`config.mk`:
```
export PLATFORM = sky130hd
export DESIGN_NAME = digit_scanner
export DESIGN_NICKNAME = d
export VERILOG_FILES = /design/src/rtl/display_pkg.sv /design/src/rtl/tick_gen.sv /design/src/rtl/digit_scanner.sv
export SDC_FILE = /design/constraint.sdc
export NUM_CORES = 1
export LEC_CHECK = 0
export CAP_MARGIN = 20
export CORE_AREA = 2 2 81 64
export CTS_BUF_LIST = sky130_fd_sc_hd__clkbuf_2 sky130_fd_sc_hd__clkbuf_4 sky130_fd_sc_hd__clkbuf_8
export DETAILED_ROUTE_END_ITERATION = 12
export DIE_AREA = 0 0 83 66
export GPL_TIMING_DRIVEN = 0
export PLACE_DENSITY = 0.88
export SYNTH_ARGS = -nofsm -noshare
export SYNTH_HDL_FRONTEND = slang
export SYNTH_SLANG_ARGS = --single-unit
```
`constraint.sdc`:
```
create_clock -name clk -period 2.25 [get_ports clk]
set_input_delay 0.675 -clock clk [delete_from_list [all_inputs] [get_ports clk]]
set_output_delay 0.675 -clock clk [all_outputs]
set_load 0.005 [all_outputs]
```
`src/rtl/display_pkg.sv`:
```
// Shared types and default sizing for the multiplexed seven-segment display path.
package display_pkg;
    typedef logic [3:0] nibble_t;

    localparam int unsigned DEFAULT_DIGITS   = 4;
    localparam int unsigned DEFAULT_PRESCALE = 1000;
endpackage

```
`src/rtl/tick_gen.sv`:
```
// Prescale counter: asserts tick for one cycle every PRESCALE clocks.
module tick_gen
    import display_pkg::*;
#(
    parameter int unsigned PRESCALE = DEFAULT_PRESCALE
) (
    input  logic clk,
    input  logic reset,
    output logic tick
);
    localparam int unsigned CW = $clog2(PRESCALE);

    logic [CW-1:0] cnt;

    assign tick = (cnt == CW'(PRESCALE - 1));

    always_ff @(posedge clk or posedge reset) begin
        if (reset)
            cnt <= '0;
        else if (tick)
            cnt <= '0;
        else
            cnt <= cnt + CW'(1);
    end
endmodule

```
`src/rtl/digit_scanner.sv`:
```
// Scans a double-buffered packed hex value one digit per slot, driving the shared
// nibble decoder input, a one-hot digit enable and leading-zero blanking.
module digit_scanner
    import display_pkg::*;
#(
    parameter int unsigned DIGITS   = DEFAULT_DIGITS,
    parameter int unsigned PRESCALE = DEFAULT_PRESCALE
) (
    input  logic                  clk,
    input  logic                  reset,
    input  logic                  load,
    input  logic [4*DIGITS-1:0]   value,
    input  logic                  blank_lz,
    output logic [3:0]            digit,
    output logic [DIGITS-1:0]     an,
    output logic                  blank,
    output logic                  frame_done
);
    localparam int unsigned IW = (DIGITS > 1) ? $clog2(DIGITS) : 1;

    logic                     tick;
    logic                     wrap;
    logic [IW-1:0]            idx;
    nibble_t [DIGITS-1:0]     disp;
    nibble_t [DIGITS-1:0]     pend_val;
    logic                     pend;
    logic                     upper_zero;

    tick_gen #(
        .PRESCALE (PRESCALE)
    ) u_tick_gen (
        .clk   (clk),
        .reset (reset),
        .tick  (tick)
    );

    assign wrap = tick && (idx == IW'(DIGITS - 1));

    // A load on the wrap edge bypasses the pending buffer and lands directly in disp;
    // pend_val is left untouched there because pend is cleared anyway.
    always_ff @(posedge clk or posedge reset) begin
        if (reset) begin
            idx        <= '0;
            disp       <= '0;
            pend_val   <= '0;
            pend       <= 1'b0;
            frame_done <= 1'b0;
        end else begin
            frame_done <= wrap;
            if (tick)
                idx <= wrap ? '0 : idx + IW'(1);
            if (wrap) begin
                if (load)
                    disp <= value;
                else if (pend)
                    disp <= pend_val;
                pend <= 1'b0;
            end else if (load) begin
                pend_val <= value;
                pend     <= 1'b1;
            end
        end
    end

    assign digit = disp[idx];

    always_comb begin
        an      = '0;
        an[idx] = 1'b1;
    end

    always_comb begin
        upper_zero = 1'b1;
        for (int unsigned i = 0; i < DIGITS; i++) begin
            if (i >= 32'(idx) && disp[i] != '0)
                upper_zero = 1'b0;
        end
        blank = blank_lz && (idx != '0) && upper_zero;
    end
endmodule
```
; After elaboration in Yosys (flattened, before gate mapping)
; Cells that the tools add are included.
; Widths: inputs -> output; s select.
[word_totals]
register_bits = 46
in_bits = 20
[classes]
reduce_logical = 16
n_mux = 14
eq_ne = 2
order_cmp = 5
bitwise = 1
n_addsub = 2
[ops]
columns = cell, n
row1 = $mux 16, 2
row2 = $reduce_bool 4->1, 4
row3 = $add 10x1->10 const B, 1
row4 = $eq 10x10->1 const B, 1
row5 = $mux 10, 1
row6 = $bmux 4 s2, 1
row7 = $logic_and 1x1->1, 7
row8 = $mux 1, 7
row9 = $reduce_bool 2->1, 3
row10 = $ge 1x2->1 const A, 2
row11 = $mux 4, 1
row12 = $reduce_and 2->1, 2
row13 = $lt 2x3->1 const B, 1
row14 = $add 2x1->2 const B, 1
row15 = $demux 1 s2, 1
row16 = $eq 2x2->1 const B, 1
row17 = $ge 2x1->1 const B, 1
row18 = $ge 2x2->1 const A, 1
row19 = $mux 2, 1
row20 = $not 1->1, 1

; Depth between registers and ports, before layout
[depth]
depth_word = 7
ltp_mapped = 7

; Cells and area by module
; A second synthesis with hierarchy kept.
[hier_totals]
cells_unflattened = 182
hier_area_um2 = 2239.6
[modules_own_cells]
columns = mod, cells_each, instances, area_per_inst_um2, seq_area_each_um2
row1 = digit_scanner, 135, 1, 1732.9, 900.9
row2 = tick_gen, 47, 1, 506.7, 250.2

; Worst setup path before layout
; OpenSTA, ideal clock, no wires.
[synth_timing]
kind = flip-flop to output port
startpoint = register idx[0]
endpoint = output port blank
path_buffers = 1
t_required_ns = 1.575
stages_incl_launch_ff = 6
path_slack_ns = -0.296
t_arrival_ns = 1.871
cell_sequence = dfrtp_1 > clkbuf_1 > inv_1 > ha_1 > or4b_2 > nor4_1
[synth_via]
elab_chain_cells = 7
word_cells_on_any_way = 13
[synth_rtl]
columns = element, line_no
row1 = start: declaration, digit_scanner.sv:23  ; logic [IW-1:0] idx;
row2 = start signal: assignment, digit_scanner.sv:51  ; idx <= wrap ? '0 : idx + IW'(1);
row3 = $ge 1x2->1, digit_scanner.sv:75  ; if (i >= 32'(idx) && disp[i] != '0)
row4 = $logic_and 1x1->1, digit_scanner.sv:75
row5 = $mux 1 (4 in a row), digit_scanner.sv:75
row6 = $logic_and 1x1->1 (*), digit_scanner.sv:78  ; blank = blank_lz && (idx != '0) && upper_zero;
row7 = end: declaration, digit_scanner.sv:16  ; output logic blank,
; Mark *: on every way between the ends. The rest lies on a longest branch, timed or not.

; Final worst setup path
; Same ends and word-level chain as after synthesis.

==> impl_metrics.json <==
{
  "async_reset_ff_frac": 1.00,
  "clkSinkCount": 46,
  "dp_hpwl_mm": 3.26,
  "finalCritPeriodShare": 1.12,
  "num_io_pins": 30,
  "drt-vias-per-instance": 5.53,
  "rows": 22,
  "hold_buffers": 0,
  "register_area_sq_um": 1150,
  "synth_top_cell_by_area": "dfrtp_1",
  "whs_ns": 0.473,
  "syn-cell-area_sq_um": 2370,
  "die_width_um": 83,
  "synth_cell_type_count": 35,
  "cp_max_fo": 2,
  "synth_common_cells": "dfrtp_1 (46), mux2_2 (30), mux2_4 (20)",
  "grt_max_degree": 39,
  "wl_mm": 4.85,
  "overflow": 0,
  "fin_crit_ns": 2.53,
  "synth_top_area_share": 0.486,
  "tightest_slew_ns": 0.622,
  "crit_path_end_kind": "output pin",
  "tritoncts": "yes",
  "cts_buffers": 5,
  "grt_use_total": 0.193,
  "antennaDiodeCount": 0,
  "synth_seq_cells": 46,
  "multi_input_area_sq_um": 1160,
  "critPathRequiredTime_ns": 1.57,
  "crit_chain": "clkbuf_8 > inv_4 > ha_4 > or4b_4 > nor4_4 > buf_2",
  "cap_violations": 0,
  "dp.cells": 260,
  "fin_util": 0.628,
  "wl_per_cell_um": 17.3,
  "violations": "setup timing",
  "clock_path_buffers": 2,
  "synth_most_common_cell": "dfrtp_1",
  "synth.area.top_cells": "dfrtp_1 (49%), mux2_2 (14%), mux2_4 (13%)",
  "start_util": 0.503,
  "worst_setup_path_start_kind": "flip-flop",
  "skew_ns": 0.0132,
  "rsz0062_at_grt": "true",
  "max_stage_delay_ns": 0.52,
  "syn_to_final_growth_pct": 24.8,
  "powerDensity_nw_per_um2": 515,
  "hold_viol": 0,
  "fillCellCount": 353,
  "ant_nets": 0,
  "max_freq_mhz": 396,
  "seq_area_frac_synth": 0.486,
  "path_buf_inv": 3,
  "htreeDepth": 2,
  "dr.pass1.iters": 4,
  "clk_latency_ns": 0.30,
  "fin_ws_ns": -0.277,
  "worst_path_max_delay_cell": "or4b_4",
  "critPathArrivalTime_ns": 1.85,
  "path_delay_family": "simple AND/OR/NAND/NOR gates",
  "r2r_setup_slack_ns": 0.15,
  "grt_pass1_wl_mm": 8.27,
  "core_area_sq_um": 4710,
  "slew_violations": 0,
  "antenna_found_initial": 0,
  "irDropWorstVdd_v": 0.000421,
  "drive_gt1_frac": 0.450,
  "syn_inst": 171,
  "gp_congestion": 0.793,
  "place.port_buffers": 28,
  "status": "finished with violations",
  "drc": 0,
  "synth_enable_flop_cells": 0,
  "grt_pass1_vias": 1628,
  "first_iter_violations": 83,
  "final-setup-viol-count": 6,
  "yosys_warnings": 0,
  "die_area_sq_um": 5480,
  "path_class": "flip-flop to output pin",
  "synth_area_per_cell_sq_um": 13.8,
  "synth_nets": 196,
  "vias": 1549,
  "cts.clk_slew.worst_paths_ns": 0.09,
  "max_slew_margin": 0.585,
  "final_nets": 245,
  "min_path_type": "flip-flop to flip-flop",
  "leakagePower_uw": 0.00134,
  "ys.flop_type": "dfrtp_1",
  "final_cells": 280,
  "die_h_um": 66,
  "cts_root_buf": "clkbuf_8"
}
[cells in the final DEF, fill, tap and decap left out, drive strengths merged, types with 3 or more instances in the layout]
cell,instances
clkbuf,10
nor4,4
clkdlybuf4s50,20
nand2,7
ha,5
a21oi,3
dlygate4sd2,3
nand3,4
or3,3
mux2,50
buf,25
o21ai,4
dfrtp,46
nand4,4
nor2,6
inv,3
mux4,4
[logic make-up (layout without fill, tap and decap cells)]
kind of cell               count (synthesis)  in the layout  share of synthesized area
xor gates and xnor gates                   3              3                     0.0111
muxes                                     55             55                      0.312
DFF                                       46             46                      0.486
adders and majority gates                  5              5                     0.0264
buffers and inverters                     13             62                     0.0365
AOI/OAI and AO/OA                         14             14                     0.0391
and+or+nand+nor                           35             35                     0.0888
[power breakdown]
group	internal, uW	switching [uW]	total, uW	leakage (uW)
logic	96.4	55.6	152	0.000713
registers	855	15.8	871	0.000585
clock network	226	274	500	0.0000407
total	1180	346	1520	0.00134
[state kept, by name, summed over array words and instances, names as in the netlist]
name	count
disp	16
idx	2
u_tick_gen.cnt	10
pend	1
frame_done	1
pend_val	16
[worst paths after layout]
path,from,to,cells past startpoint
setup / recovery,idx[0]$_DFFE_PP0N_,blank,6
hold / removal,u_tick_gen.cnt[0]$_DFF_PP0_,u_tick_gen.cnt[0]$_DFF_PP0_,1
setup reg to reg,u_tick_gen.cnt[0]$_DFF_PP0_,pend_val[8]$_DFFE_PP0P_,6
hold reg to reg,u_tick_gen.cnt[0]$_DFF_PP0_,u_tick_gen.cnt[0]$_DFF_PP0_,1
max in group asynchronous,reset,idx[1]$_DFFE_PP0N_,3
min in group asynchronous,reset,u_tick_gen.cnt[1]$_DFF_PP0_,2
[metrics by stage]
step	power, uW	worst slack [ns]	cell area [sq um]	TNS [ns]
2_1_floorplan	979	0.0460	2390	0
3_3_place_gp	1030	-0.872	2750	-20.73
3_5_place_dp	1040	-0.891	2770	-3.57
4_1_cts	1530	-0.231	2950	-0.811
5_1_grt	1590	-0.310	2960	-1.16
6_report	1520	-0.277	2960	-0.937
[layer usage]
| layer | share of wire | routed length [um] | track usage | vias to the layer above |
|---|---|---|---|---|
| met4 | 0.011 | 51 | 0.0389 | 0 |
| met3 | 0.028 | 134 | 0.0474 | 7 |
| met5 | 0 | 0 | 0 | - |
| met1 | 0.46 | 2220 | 0.250 | 787 |
| met2 | 0.50 | 2440 | 0.333 | 26 |
| li1 | - | - | - | 729 |
[cell type report]
type                    count  share of cell area
flip-flops and latches     46               0.390
clock buffers               6              0.0258
well taps                  60              0.0254
plain buffers              10              0.0288
repair buffers             42               0.129
inverters                   3             0.00466
multi-input cells         112               0.394
clock inverters             1             0.00254
[what timing repair did]
item / 4_1_cts / 5_1_grt
resized for setup: 27 / 2
buffers inserted: 11 / 2
gates cloned: 0 / 0
pin swaps: 4 / 1
endpoints found under the setup margin: 13 / 17
endpoints found under the hold margin: 0 / 0
Power figures use the tool's default switching activity.
